### src/rtl/logic16_arbiter_pkg.sv
// Shared definitions for the two-requester bitwise logic arbiter.
// Holds the opcode encodings used by the requesters and the arbiter FSM state encoding.
// No logic lives here. The LOGIC16_ARB_XOR_EN macro is consumed by logic16_unit, not by this package.
package logic16_arbiter_pkg;

  typedef enum logic [1:0] {
    OP_NOT = 2'b00,
    OP_AND = 2'b01,
    OP_OR  = 2'b10,
    OP_XOR = 2'b11
  } op_t;

  typedef enum logic [1:0] {
    IDLE = 2'b00,
    EXEC = 2'b01,
    DONE = 2'b10
  } state_t;

endpackage

### src/rtl/logic16_unit.sv
// Bitwise operation unit: (op, a, b) -> (y, illegal), purely combinational.
// Latency: 0 cycles; the arbiter registers the outputs.
// No backpressure. Macro LOGIC16_ARB_XOR_EN makes op 11 a legal XOR; otherwise op 11 gives y=0, illegal=1.
module logic16_unit import logic16_arbiter_pkg::*; #(
  parameter int WIDTH = 16
) (
  input  op_t              op,
  input  logic [WIDTH-1:0] a,
  input  logic [WIDTH-1:0] b,
  output logic [WIDTH-1:0] y,
  output logic             illegal
);

  // Select the bitwise function; b is a don't-care for NOT.
  always_comb begin
    y       = '0;
    illegal = 1'b0;
    case (op)
      OP_NOT: y = ~a;
      OP_AND: y = a & b;
      OP_OR:  y = a | b;
      OP_XOR: begin
`ifdef LOGIC16_ARB_XOR_EN
        y = a ^ b;
`else
        y       = '0;
        illegal = 1'b1;
`endif
      end
      default: begin
        y       = '0;
        illegal = 1'b1;
      end
    endcase
  end

endmodule

### src/rtl/logic16_arbiter.sv
// Round-robin arbiter sharing one bitwise logic unit between two requesters (IDLE -> EXEC -> DONE).
// Latency: req seen in IDLE at edge N -> done pulse in the cycle after edge N+1; one operation per 3 cycles.
// Backpressure: a requester holds req until its done pulse; a loser simply stays pending. Option: LOGIC16_ARB_XOR_EN.
module logic16_arbiter import logic16_arbiter_pkg::*; #(
  parameter int WIDTH = 16
) (
  input  logic             clock,
  input  logic             reset,
  input  logic             req0,
  input  logic             req1,
  input  logic [1:0]       op0,
  input  logic [1:0]       op1,
  input  logic [WIDTH-1:0] a0,
  input  logic [WIDTH-1:0] b0,
  input  logic [WIDTH-1:0] a1,
  input  logic [WIDTH-1:0] b1,
  output logic             done0,
  output logic             done1,
  output logic [WIDTH-1:0] result,
  output logic             err,
  output logic             busy
);

  state_t           state;
  logic             ptr;      // index of the last requester granted
  logic             gnt;      // index of the requester currently being served
  op_t              op_r;
  logic [WIDTH-1:0] a_r;
  logic [WIDTH-1:0] b_r;
  logic             win;
  logic [WIDTH-1:0] unit_y;
  logic             unit_illegal;

  // Contest winner: on a tie the requester not granted last time wins; a sole requester always wins.
  always_comb begin
    win = 1'b0;
    if (req0 && req1) win = ~ptr;
    else              win = req1;
  end

  logic16_unit #(.WIDTH(WIDTH)) u_unit (
    .op      (op_r),
    .a       (a_r),
    .b       (b_r),
    .y       (unit_y),
    .illegal (unit_illegal)
  );

  // FSM with registered outputs: capture the winner, compute, then pulse done for one cycle.
  always_ff @(posedge clock) begin
    if (reset) begin
      state  <= IDLE;
      ptr    <= 1'b1;
      gnt    <= 1'b0;
      op_r   <= OP_NOT;
      a_r    <= '0;
      b_r    <= '0;
      done0  <= 1'b0;
      done1  <= 1'b0;
      result <= '0;
      err    <= 1'b0;
      busy   <= 1'b0;
    end else begin
      case (state)
        IDLE: begin
          if (req0 || req1) begin
            gnt   <= win;
            op_r  <= win ? op_t'(op1) : op_t'(op0);
            a_r   <= win ? a1 : a0;
            b_r   <= win ? b1 : b0;
            busy  <= 1'b1;
            state <= EXEC;
          end
        end
        EXEC: begin
          result <= unit_y;
          err    <= unit_illegal;
          done0  <= ~gnt;
          done1  <= gnt;
          state  <= DONE;
        end
        DONE: begin
          done0  <= 1'b0;
          done1  <= 1'b0;
          result <= '0;
          err    <= 1'b0;
          busy   <= 1'b0;
          ptr    <= gnt;
          state  <= IDLE;
        end
        default: state <= IDLE;
      endcase
    end
  end

endmodule

### config.mk
export PLATFORM = sky130hd
export DESIGN_NAME = logic16_arbiter
export DESIGN_NICKNAME = d
export VERILOG_FILES = /design/src/rtl/logic16_arbiter_pkg.sv /design/src/rtl/logic16_unit.sv /design/src/rtl/logic16_arbiter.sv
export SDC_FILE = /design/constraint.sdc
export NUM_CORES = 1
export LEC_CHECK = 0
export ABC_AREA = 0
export ABC_CLOCK_PERIOD_IN_PS = 1600
export BUFFER_PORTS_ARGS = -buffer_cell sky130_fd_sc_hd__clkbuf_2
export CAP_MARGIN = 10
export CELL_PAD_IN_SITES_DETAIL_PLACEMENT = 0
export CELL_PAD_IN_SITES_GLOBAL_PLACEMENT = 1
export CORE_MARGIN = 3
export CORE_UTILIZATION = 34
export DETAILED_ROUTE_END_ITERATION = 7
export PLACE_DENSITY = 0.74
export SLEW_MARGIN = 20
export SYNTH_ARGS = -nofsm -noshare
export SYNTH_HDL_FRONTEND = slang
export SYNTH_HIERARCHICAL = 1
export SYNTH_SLANG_ARGS = --single-unit
### constraint.sdc
create_clock -name clock -period 1.6 [get_ports clock]
set_clock_uncertainty 0.05 [all_clocks]
set_input_delay 0.16 -clock clock [delete_from_list [all_inputs] [get_ports clock]]
set_output_delay 0.16 -clock clock [all_outputs]
set_load 0.03 [all_outputs]
==> impl_metrics.py <==
metrics = {
    "run_status": {
        "status": "finished clean",
    },
    "setup_path": {
        "required_ns": 1.79,
        "rr_worst_depth": 6,
        "crit_path_end_kind": "flip-flop",
        "r2r_start": "state[0]$_SDFFE_PP0P_",
        "critPathLaunch": "state[0]$_SDFFE_PP0P_",
        "cp.arrival_ns": 1.70,
        "rr_endpoint": "a_r[5]$_SDFFE_PP0P_",
        "reg2reg_slack_ns": 0.09,
        "crit_path_max_fanout": 17,
        "cp-start-kind": "flip-flop",
        "crit_type": "flip-flop to flip-flop",
        "worstSetupEndpoint": "a_r[5]$_SDFFE_PP0P_",
    },
    "global_routing": {
        "grt_overflow": 0,
        "grt_pass1_wl_um": 13590,
        "grt_pass1_vias": 2865,
        "track_usage_pct": 16.92,
        "grt_max_degree": 38,
        "antenna_found_initial": 0,
    },
    "layout": {
        "multi_input_area_mm2": 0.001729,
        "post-route-util_pct": 45.77,
        "drive_above_1_share_pct": 34.58,
        "nets": 552,
        "diodes": 0,
        "regArea_mm2": 0.001161,
        "fill_cells": 888,
        "area_delta_synth_final_pct": 29.72,
    },
    "yosys": {
        "netlist_area_mm2": 0.003107,
        "syn_area_per_cell_um2": 8.307,
        "synth.distinct_cells": 35,
        "yosysMostFrequentCell": "nor2_1",
        "syn_nets": 451,
        "netlist_top_cells_count": "nor2_1 (72), dfxtp_1 (58), a21oi_1 (54)",
        "synth_top_cell_area_share_pct": 37.37,
        "ys_seq_elements": 58,
        "async_flop_share_pct": 0,
        "ys_warn_count": 6,
        "yosys-top-cells-area": "dfxtp_1 (37%), a21oi_1 (8.7%), nor2_1 (8.7%)",
        "yosys_most_used_dff": "dfxtp_1",
        "postSynthCellCount": 374,
        "synth_top_cell_by_area": "dfxtp_1",
        "synth_edf_count": 0,
        "ys_seq_area_share_pct": 37.37,
    },
    "cts": {
        "cts_tree": "yes",
        "cts.sinks": 58,
        "cts.path.max_buffers": 2,
        "postCtsSetupRepairBufs": 0,
        "h-tree-depth": 3,
        "numCtsBuffers": 9,
        "cts-root-buf": "clkbuf_8",
        "clkTransAtPathRegs_ns": 0.07,
        "clkLatencyLatePin_ns": 0.33,
    },
    "route": {
        "drc": 0,
        "via_per_inst": 5.046,
        "wl_um": 8728,
        "vias": 2967,
        "drt.antenna.violating_nets": 0,
        "drt-initial-drc-count": 91,
        "dr.pass1.iters": 4,
        "wl_per_cell_um": 14.84,
    },
    "sta": {
        "period_needed_ns": 1.511,
        "clock.fmax_ghz": 0.6616,
        "rsz0062_at_grt": "yes",
        "tightest_slew_ns": 0.3824,
        "slew_violations": 0,
        "max-slew-margin-rel_pct": 74.45,
        "setup_viol": 0,
        "fin_crit_sh_pct": 94.47,
        "hold_viol": 0,
    },
    "power": {
        "power_uw": 5039,
        "ir_drop_mv": 0.7882,
        "powerDensity_mw_per_mm2": 1250,
        "p_leak_uw": 0.001786,
    },
    "floorplanning": {
        "num_rows": 34,
        "initial_core_util_pct": 35.28,
        "io_pins": 92,
        "fp.dieH_um": 101.6,
        "fp.dieArea_mm2": 0.01032,
        "chipWidth_um": 101.6,
        "coreArea_mm2": 0.008806,
    },
    "flow_run": {
        "maxCapViolCount": 0,
    },
    "min_path": {
        "hold_class": "primary input to flip-flop",
    },
    "place": {
        "dpl.hpwl_um": 6010,
        "place.gp.congestion": 0.7758,
        "io_buffers": 91,
    },
}
critical path, stage by stage, from the launching register on:
cell,delay (ns)
dfxtp_1,0.31
inv_1,0.10
ha_2,0.24
o21a_2,0.24
buf_12,0.17
nor2_1,0.05
a211oi_1,0.24
placed cells by master, fill, tap and decap left out, drive strengths merged, types with 2 or more instances in the layout:
| cell | instances |
|---|---|
| mux2 | 15 |
| nand2b | 3 |
| nand3b | 2 |
| mux2i | 3 |
| a21oi | 54 |
| ha | 5 |
| dfxtp | 58 |
| o22ai | 15 |
| buf | 20 |
| clkbuf | 107 |
| nor2b | 18 |
| inv | 4 |
| a211oi | 34 |
| nand2 | 49 |
| o21ai | 3 |
| nor2 | 72 |
| dlygate4sd3 | 8 |
per-stage QoR:
stage               area [um2]  setup TNS (ns)  hold WS (ns)  std cells  setup WS [ns]
finish                    4030               0      0.004402        588        0.08851
global route              4030        -0.05000     0.0009856        588       -0.01182
CTS                       3996               0   0.000009548        587        0.03901
detailed placement        3687          -5.095        0.3437        563        -0.3367
global placement          3687          -4.516        0.3495        563        -0.2856
floorplan                 3107               0        0.2510        374        0.07103
cells by family (layout without fill, tap and decap cells):
kind of cell	count (synthesis)	after routing	synth area share [%]
muxes	18	18	7.249
buffers and inverters	34	140	7.652
DFF	58	58	37.37
and+or+nand+nor	147	147	20.22
adders and majority gates	5	5	2.014
AOI/OAI and AO/OA	112	112	25.49
state kept, by name, indices dropped and copies added, names as in the netlist, 2 cells and up:
| name | count |
|---|---|
| a_r | 16 |
| b_r | 16 |
| result | 16 |
| op_r | 2 |
| state | 2 |
worst min-delay path by stage:
stage,from,to,slack (ns),cells after the start
floorplan,a0[14],a_r[14]$_SDFFE_PP0P_,0.25,2
global placement,a0[10],a_r[10]$_SDFFE_PP0P_,0.35,3
detailed placement,a0[1],a_r[1]$_SDFFE_PP0P_,0.34,3
CTS,a0[12],a_r[12]$_SDFFE_PP0P_,0.00001,3
global route,a0[2],a_r[2]$_SDFFE_PP0P_,0.001,3
finish,b0[5],b_r[5]$_SDFFE_PP0P_,0.004,3
timing repair:
item                                   in CTS  in global routing
setup endpoints to repair                  18                 26
endpoints found under the hold margin       8                  0
gates resized for setup                     3                  3
cloned                                      0                  1
hold buffers                                8                  0
layer usage:
metal	GRT usage (%)	up-vias	part of all wire, %
met3	4.821	13	5.9
met2	28.67	89	48
met4	4.294	0	1.4
met1	21.16	1376	44
met5	0	-	0
li1	-	1489	-
power by group:
group / leakage, uW / switching, uW / internal, uW
clock: 0.000110 / 557 / 892
sequential: 0.000480 / 175 / 1670
combinational: 0.00120 / 965 / 777
total: 0.00179 / 1700 / 3340
final cells by class:
type / instances / area share, %
Tap cell: 108 / 3.353
Sequential cell: 58 / 28.81
Clock buffer: 15 / 4.626
Multi-Input combinational cell: 282 / 42.91
Clock inverter: 1 / 0.7451
Timing Repair Buffer: 120 / 19.19
Inverter: 4 / 0.3726
Note: power is estimated with default switching activity, not from simulation.
